--- config.mk ---
export PLATFORM = sky130hd
export DESIGN_NAME = sap_controller
export DESIGN_NICKNAME = d
export VERILOG_FILES = /design/src/rtl/sap_pkg.sv /design/src/rtl/ring_counter.sv /design/src/rtl/sap_controller.sv
export SDC_FILE = /design/constraint.sdc
export NUM_CORES = 1
export LEC_CHECK = 0
export ABC_AREA = 1
export CAP_MARGIN = 0
export CORE_MARGIN = 4
export CORE_UTILIZATION = 30
export DETAILED_ROUTE_END_ITERATION = 10
export GPL_TIMING_DRIVEN = 0
export PLACE_DENSITY = 0.59
export SYNTH_ARGS = -nofsm -noshare
export SYNTH_HDL_FRONTEND = slang
export SYNTH_HIERARCHICAL = 1
export SYNTH_SLANG_ARGS = --single-unit
--- constraint.sdc ---
create_clock -name clk -period 2.3 [get_ports clk]
set_clock_uncertainty 0.05 [all_clocks]
set_input_delay 0.46 -clock clk [delete_from_list [all_inputs] [get_ports clk]]
set_output_delay 0.46 -clock clk [all_outputs]
set_load 0.01 [all_outputs]
--- src/rtl/sap_pkg.sv ---
// Shared constants for the SAP controller-sequencer: opcodes, control-word
// bit positions and one-hot T-state encodings.
package sap_pkg;

   localparam int OPCODE_W   = 4;
   localparam int CTRL_WIDTH = 12;
   localparam int T_STATES   = 6;

   localparam logic [OPCODE_W-1:0] OP_LDA = 4'h0;
   localparam logic [OPCODE_W-1:0] OP_ADD = 4'h1;
   localparam logic [OPCODE_W-1:0] OP_SUB = 4'h2;
   localparam logic [OPCODE_W-1:0] OP_OUT = 4'hE;
   localparam logic [OPCODE_W-1:0] OP_HLT = 4'hF;

   localparam int CTRL_PC_INC   = 11;
   localparam int CTRL_PC_OUT   = 10;
   localparam int CTRL_MAR_LOAD = 9;
   localparam int CTRL_RAM_OUT  = 8;
   localparam int CTRL_IR_LOAD  = 7;
   localparam int CTRL_IR_OUT   = 6;
   localparam int CTRL_A_LOAD   = 5;
   localparam int CTRL_A_OUT    = 4;
   localparam int CTRL_ALU_SUB  = 3;
   localparam int CTRL_ALU_OUT  = 2;
   localparam int CTRL_B_LOAD   = 1;
   localparam int CTRL_OUT_LOAD = 0;

   // Signals that drive the shared bus; at most one may be active per cycle.
   localparam logic [CTRL_WIDTH-1:0] CTRL_BUS_MASK = 12'h554;

   localparam logic [T_STATES-1:0] T1 = 6'b000001;
   localparam logic [T_STATES-1:0] T2 = 6'b000010;
   localparam logic [T_STATES-1:0] T3 = 6'b000100;
   localparam logic [T_STATES-1:0] T4 = 6'b001000;
   localparam logic [T_STATES-1:0] T5 = 6'b010000;
   localparam logic [T_STATES-1:0] T6 = 6'b100000;

endpackage

--- src/rtl/ring_counter.sv ---
// One-hot ring counter: synchronous active-low clear to bit 0, advances
// when enabled and not held.
module ring_counter #(
   parameter int N = 6
) (
   input  logic         clk,
   input  logic         clr_n,
   input  logic         en,
   input  logic         hold,
   output logic [N-1:0] q
);

   always_ff @(posedge clk) begin
      if (!clr_n) begin
         q <= {{(N-1){1'b0}}, 1'b1};
      end else if (en && !hold) begin
         q <= {q[N-2:0], q[N-1]};
      end
   end

endmodule

--- src/rtl/sap_controller.sv ---
// SAP CPU controller-sequencer: T1..T6 ring plus HALT flag, with the control
// word decoded combinationally from the held T-state and the IR opcode.
//
// state | meaning
// T1    | fetch: PC onto bus, load MAR
// T2    | fetch: increment PC
// T3    | fetch: RAM onto bus, load IR
// T4    | execute step 1 (HLT enters HALT from here)
// T5    | execute step 2
// T6    | execute step 3, then back to T1
// HALT  | absorbing, ctrl=0, t_state frozen at T4, left only via clr_n
module sap_controller
   import sap_pkg::*;
#(
   parameter int OPCODE_WIDTH = 4
) (
   input  logic                    clk,
   input  logic                    clr_n,
   input  logic                    i_en,
   input  logic [OPCODE_WIDTH-1:0] opcode,
   output logic [CTRL_WIDTH-1:0]   ctrl,
   output logic [T_STATES-1:0]     t_state,
   output logic                    halted
);

   logic halt_entry;
   logic [CTRL_WIDTH-1:0] ctrl_c;

   assign halt_entry = (t_state == T4) && (opcode == OPCODE_WIDTH'(OP_HLT)) && !halted;

   ring_counter #(.N(T_STATES)) u_ring (
      .clk   (clk),
      .clr_n (clr_n),
      .en    (i_en),
      .hold  (halted | halt_entry),
      .q     (t_state)
   );

   always_ff @(posedge clk) begin
      if (!clr_n) begin
         halted <= 1'b0;
      end else if (i_en && halt_entry) begin
         halted <= 1'b1;
      end
   end

   // Reset, pause and HALT all gate the whole word so no register loads.
   always_comb begin
      ctrl_c = '0;
      if (clr_n && i_en && !halted) begin
         case (t_state)
            T1: begin
               ctrl_c[CTRL_PC_OUT]   = 1'b1;
               ctrl_c[CTRL_MAR_LOAD] = 1'b1;
            end
            T2: ctrl_c[CTRL_PC_INC] = 1'b1;
            T3: begin
               ctrl_c[CTRL_RAM_OUT] = 1'b1;
               ctrl_c[CTRL_IR_LOAD] = 1'b1;
            end
            T4: begin
               case (opcode)
                  OPCODE_WIDTH'(OP_LDA), OPCODE_WIDTH'(OP_ADD), OPCODE_WIDTH'(OP_SUB): begin
                     ctrl_c[CTRL_IR_OUT]   = 1'b1;
                     ctrl_c[CTRL_MAR_LOAD] = 1'b1;
                  end
                  OPCODE_WIDTH'(OP_OUT): begin
                     ctrl_c[CTRL_A_OUT]    = 1'b1;
                     ctrl_c[CTRL_OUT_LOAD] = 1'b1;
                  end
                  default: ctrl_c = '0;
               endcase
            end
            T5: begin
               case (opcode)
                  OPCODE_WIDTH'(OP_LDA): begin
                     ctrl_c[CTRL_RAM_OUT] = 1'b1;
                     ctrl_c[CTRL_A_LOAD]  = 1'b1;
                  end
                  OPCODE_WIDTH'(OP_ADD), OPCODE_WIDTH'(OP_SUB): begin
                     ctrl_c[CTRL_RAM_OUT] = 1'b1;
                     ctrl_c[CTRL_B_LOAD]  = 1'b1;
                     ctrl_c[CTRL_ALU_SUB] = (opcode == OPCODE_WIDTH'(OP_SUB));
                  end
                  default: ctrl_c = '0;
               endcase
            end
            T6: begin
               if (opcode == OPCODE_WIDTH'(OP_ADD) || opcode == OPCODE_WIDTH'(OP_SUB)) begin
                  ctrl_c[CTRL_ALU_OUT] = 1'b1;
                  ctrl_c[CTRL_A_LOAD]  = 1'b1;
                  ctrl_c[CTRL_ALU_SUB] = (opcode == OPCODE_WIDTH'(OP_SUB));
               end
            end
            default: ctrl_c = '0;
         endcase
      end
   end

   assign ctrl = ctrl_c;

endmodule

==> results of run 1 <==
[layer usage]
metal / share of wire [%] / track usage [%] / vias to the layer above
met2: 48 / 22.61 / 21
met1: 44 / 14.08 / 294
met3: 7.9 / 3.858 / 0
li1: - / - / 363
met4: 0 / 6.726 / 0
met5: 0 / 0 / -
[logic make-up after synthesis]
family / synth area share (%)
buf+inv: 13.16
simple gates: 56.35
compound gates: 4.618
flops: 25.87
[timing repair]
item                                    CTS  global route
endpoints found under the setup margin   12             8
pin swaps                                 1             1
buffers inserted                          1             0
resized for setup                        20            10
[placed cells by master, fill, tap and decap left out]
master,count
inv_2,2
or2_0,1
clkdlybuf4s15_1,2
dlymetal6s2s_1,1
nor2_1,20
clkbuf_1,1
nor2_2,7
dlygate4sd2_1,5
o21ai_1,2
a21oi_1,1
buf_2,1
clkbuf_4,4
nor3_2,1
dfxtp_1,7
buf_4,3
inv_1,15
clkbuf_2,1
clkdlybuf4s50_1,13
nand2_1,20
o21ai_0,2
nor2_4,2
nand3_2,1
nand3_1,16
[critical path: cells and delay by family]
| family | cells | cell delay, ps |
|---|---|---|
| AND/OR/NAND/NOR | 4 | 500 |
| buffers and inverters | 2 | 720 |
[stage by stage]
stage | worst slack, ps | utilization [%] | std cells | cell area [µm²]
final | 99.88 | 49.57 | 153 | 855.8
after global placement | -638.3 | 47.68 | 148 | 823.3
after global routing | -3.156 | 49.57 | 153 | 855.8
after CTS | 9.283 | 49.28 | 153 | 850.8
after detailed placement | -634.5 | 47.68 | 148 | 823.3
after floorplan | 550.7 | - | 98 | 541.8
[registers in the layout (all words and copies together), names as in the netlist]
register / cells
halted: 1
u_ring/q: 6
[report_power, final]
part	internal [W]	total, W	switching (W)
Combinational	0.0000412	0.0000898	0.0000485
Sequential	0.000129	0.000140	0.0000109
Clock	0.0000662	0.000111	0.0000453
Total	0.000237	0.000341	0.000105
[final cells by class]
class | count | area share (%)
clock buffers | 4 | 3.070
well taps | 25 | 3.655
inverters | 17 | 7.456
multi-input cells | 73 | 40.64
plain buffers | 1 | 0.8772
repair buffers | 26 | 27.92
flip-flops and latches | 7 | 16.37
[path summary, 6_finish.rpt]
kind                            startpoint                        to  slack, ps  depth (start not counted)
setup / recovery                     clr_n                   ctrl[7]        100                          6
hold / removal                       clr_n  u_ring/q[0]$_SDFFE_PN1P_        440                          2
setup reg to reg  u_ring/q[2]$_SDFFE_PN0P_  u_ring/q[1]$_SDFFE_PN0P_        910                          9
hold reg to reg        halted$_SDFFE_PN0P_       halted$_SDFFE_PN0P_        500                          2
==> metrics.yaml, run 1 <==
via_per_inst: 4.431
critPathArrivalTime_ps: 1690
crit_chain: "buf_2 > nand2_1 > nor2_4 > nand3_1 > nor2_1 > clkdlybuf4s50_1"
synth_top_area_cell: "dfxtp_1"
status: "finished, final reports clean"
drv_cap: 0
rows: 15
synth_area_leaders: "dfxtp_1 (26%), nor2_1 (16%), nand3_1 (15%), nand2_1 (14%), inv_1 (10%)"
ys.flop_type: "dfxtp_1"
ant_nets: 0
root_buffer: "clkbuf_4"
crit_path_end_kind: "output port"
cts_buffers: 3
syn_inst: 98
synth.cell_area_um2: 541.8
setup-tns-final_ps: 0
period_minus_slack_ps: 2200
yosys-top-cells-count: "nor2_1 (23), nand2_1 (20), nand3_1 (16)"
grt_start_max_net_pins: 11
ios: 26
final_layout_size_suffix_gt1_share_pct: 17.19
slowest_stage: "clkdlybuf4s50_1"
dieArea_mm2: 0.002550
hpwl_um: 1192
final_nets: 136
powerDensity_mw_per_mm2: 398.7
ys_seq_area_share_pct: 25.87
hold_viol_final: 0
cts-hold-fix-buffers: 0
crit_fanout: 9
slowest_delay_ps: 540
path_class: "in2out"
cts_buffer_depth: 2
htreeDepth: 1
period_share_pct: 95.66
die_height_um: 50.50
port_buffers: 25
yosysTopAreaCellShare_pct: 25.87
slew_violations: 0
synth_edf_count: 0
max-vdd-ir-drop_uv: 226.5
grtUsageTotal_pct: 13.00
holdCritPathClass: "in2reg"
area_delta_synth_final_pct: 57.97
synthDistinctLibCells: 15
dr.pass1.iters: 2
worstSkewPairLatency_ps: 250
first_global_vias: 644
yosys_warnings: 6
clk_pin_slew_ps: 50
fmax_mhz: 454.5
tightestPinTransition_ps: 225.9
clock_sinks: 7
routed_wl_um: 1506
synthArstFlopShare_pct: 0
cts_tree: "built"
maxSlewHeadroom_pct: 84.89
antenna_found_initial: 0
grt_pass1_wl_um: 2559
multi_input_area_um2: 347.8
setup_viol_count_final: 0
wl_per_cell_um: 9.843
num_vias: 678
avgSynthCellArea_um2: 5.528
die_x_um: 50.50
synth_nets: 105
gr-total-overflow: 0
ys_ff_latch: 7
start_util_pct: 31.38
p_total_w: 0.0003412
yosysMostFrequentCell: "nor2_1"
timing.hold.ws_ps: 435.8
cp-start-kind: "input pin"
diodes: 0
core-area_mm2: 0.001727
gp_congestion: 0.7268
regArea_um2: 140.1
drtIter0Drc: 13
post-route-drc-count: 0
fillerInstances: 189
required_ps: 1790
power_leakage_nw: 0.4227
No activity file was read; power rests on OpenSTA's default activity.
==> run 2: changes to the inputs <==
Settings changed: GPL_TIMING_DRIVEN 0 to 1, HOLD_SLACK_MARGIN set to 0.12.
==> run 2 against run 1 <==
Register-to-register slack improved by 20 ps. Clock-buffer cell count did not move. Combinational power rose by 14%. Power rose by 2.7%. Sequential share of layout area fell by 1.4 points. Maximum frequency barely moved. Core utilization rose by 4.5 points. Clock power barely moved. Largest power group unchanged. Critical path type unchanged.
==> metrics.yaml, run 2 (synthesis gave the netlist of run 1 again) <==
via_per_inst: 4.516
cts_buffers: 3
largest_reg_flops: 6
grtUsageTotal_pct: 13.54
setup_viol_count_final: 0
gp_congestion: 0.8436
regMostFlops: "u_ring/q"
grt_start_max_net_pins: 8
layout_common_cells: "nor2_1 (21), nand2_1 (20), nand3_1 (16)"
final_common_cell: "nor2_1"
cp-start-kind: "input pin"
tightestPinTransition_ps: 255.3
place_ws_ps: -358.6
ant_nets: 0
path_class: "in2out"
powerDensity_mw_per_mm2: 375.3
crit_fanout: 3
fillerInstances: 191
reg2reg_from: "u_ring/q[2]$_SDFFE_PN0P_"
root_buffer: "clkbuf_4"
ios: 26
multi_input_area_um2: 345.3
die_height_um: 50.50
holdCritPathClass: "reg2reg"
regArea_um2: 140.1
final_nets: 144
first_global_vias: 665
endpoint: "ctrl[3]"
max-vdd-ir-drop_uv: 282.9
rows: 15
die_x_um: 50.50
status: "finished, final reports clean"
clk_pin_slew_ps: 50
dieArea_mm2: 0.002550
routed_wl_um: 1593
drv_cap: 0
area_delta_synth_final_pct: 72.29
cts_buffer_depth: 2
critPathArrivalTime_ps: 1690
power_leakage_nw: 0.4779
grt_pass1_wl_um: 2718
hpwl_um: 1322
period_minus_slack_ps: 2201
worstSkewPairLatency_ps: 240
wl_per_cell_um: 9.894
setup_slack_ps: 98.65
post-route-drc-count: 0
rr_endpoint: "u_ring/q[4]$_SDFFE_PN0P_"
hold_viol_final: 0
largestRegisters: "u_ring/q x6, halted x1"
regToRegSetupSlack_ps: 930
port_buffers: 25
clock_sinks: 7
period_share_pct: 95.71
timing.hold.ws_ps: 493.0
htreeDepth: 1
num_vias: 727
fmax_mhz: 454.3
maxSlewHeadroom_pct: 82.96
gr-total-overflow: 0
cts_tree: "built"
slew_violations: 0
diodes: 0
reg2reg_depth: 9
crit_start: "opcode[1]"
fin_util_pct: 54.06
rsz0062_at_grt: "false"
final_layout_size_suffix_gt1_share_pct: 20.59
crit_path_end_kind: "output port"
dr.pass1.iters: 4
start_util_pct: 31.38
antenna_found_initial: 0
core-area_mm2: 0.001727
drtIter0Drc: 4
required_ps: 1790
-- run 2: worst min path at each step --
stage	from	slack, ps	cells after the start	end
finish	u_ring/q[2]$_SDFFE_PN0P_	490	2	u_ring/q[2]$_SDFFE_PN0P_
global route	halted$_SDFFE_PN0P_	540	2	halted$_SDFFE_PN0P_
CTS	u_ring/q[2]$_SDFFE_PN0P_	500	2	u_ring/q[2]$_SDFFE_PN0P_
detailed placement	u_ring/q[2]$_SDFFE_PN0P_	480	2	u_ring/q[2]$_SDFFE_PN0P_
global placement	u_ring/q[5]$_SDFFE_PN0P_	480	2	u_ring/q[5]$_SDFFE_PN0P_
floorplan	u_ring/q[3]$_SDFFE_PN0P_	490	2	u_ring/q[3]$_SDFFE_PN0P_
-- run 2: timing repair --
item / 4_1_cts / 5_1_grt
gates resized for setup: 20 / 5
setup endpoints to repair: 12 / 4
buffers inserted: 0 / 0
gates cloned: 0 / 0
hold buffers: 0 / 0
-- run 2: power by group --
group / leakage, nW / internal (W) / switching (W)
clock: 0.0150 / 0.0000660 / 0.0000422
combinational: 0.405 / 0.0000510 / 0.0000514
sequential: 0.0579 / 0.000129 / 0.0000104
-- run 2: final cells by class --
class | count | share of cell area (%)
clock buffer | 4 | 2.815
inverter | 17 | 6.836
multi-input combinational | 73 | 37.00
sequential | 7 | 15.01
tap | 25 | 3.351
timing repair buffer | 35 | 34.99
-- run 2: metrics by stage --
step	cell area [µm²]	instances	setup TNS (ps)	total power, W
detailed placement	890.9	157	-3292	0.0002444
finish	933.4	161	0	0.0003503
global placement	890.9	157	-3115	0.0002431
global route	933.4	161	0	0.0003795
CTS	923.4	161	0	0.0003560
floorplan	541.8	98	0	0.0001868
-- run 2: layer usage --
layer,global-route usage [%],vias to the layer above,wire [µm]
met1,15.86,323,720
met3,2.671,2,94
met5,0,-,0
met2,23.91,25,774
li1,-,377,-
met4,5.381,0,4
-- run 2: worst max-delay path: stages --
cell             delay (ps)
clkdlybuf4s50_1         500
inv_1                    50
nor2_1                  120
buf_4                   120
nand3_1                  70
nor2_1                  100
dlygate4sd2_1           270
==> run 3: changes to the inputs <==
Settings changed: GPL_ROUTABILITY_DRIVEN set to 0.
==> results of run 3 <==
Same layout as run 2: the final DEF is identical, and so are final timing and power.
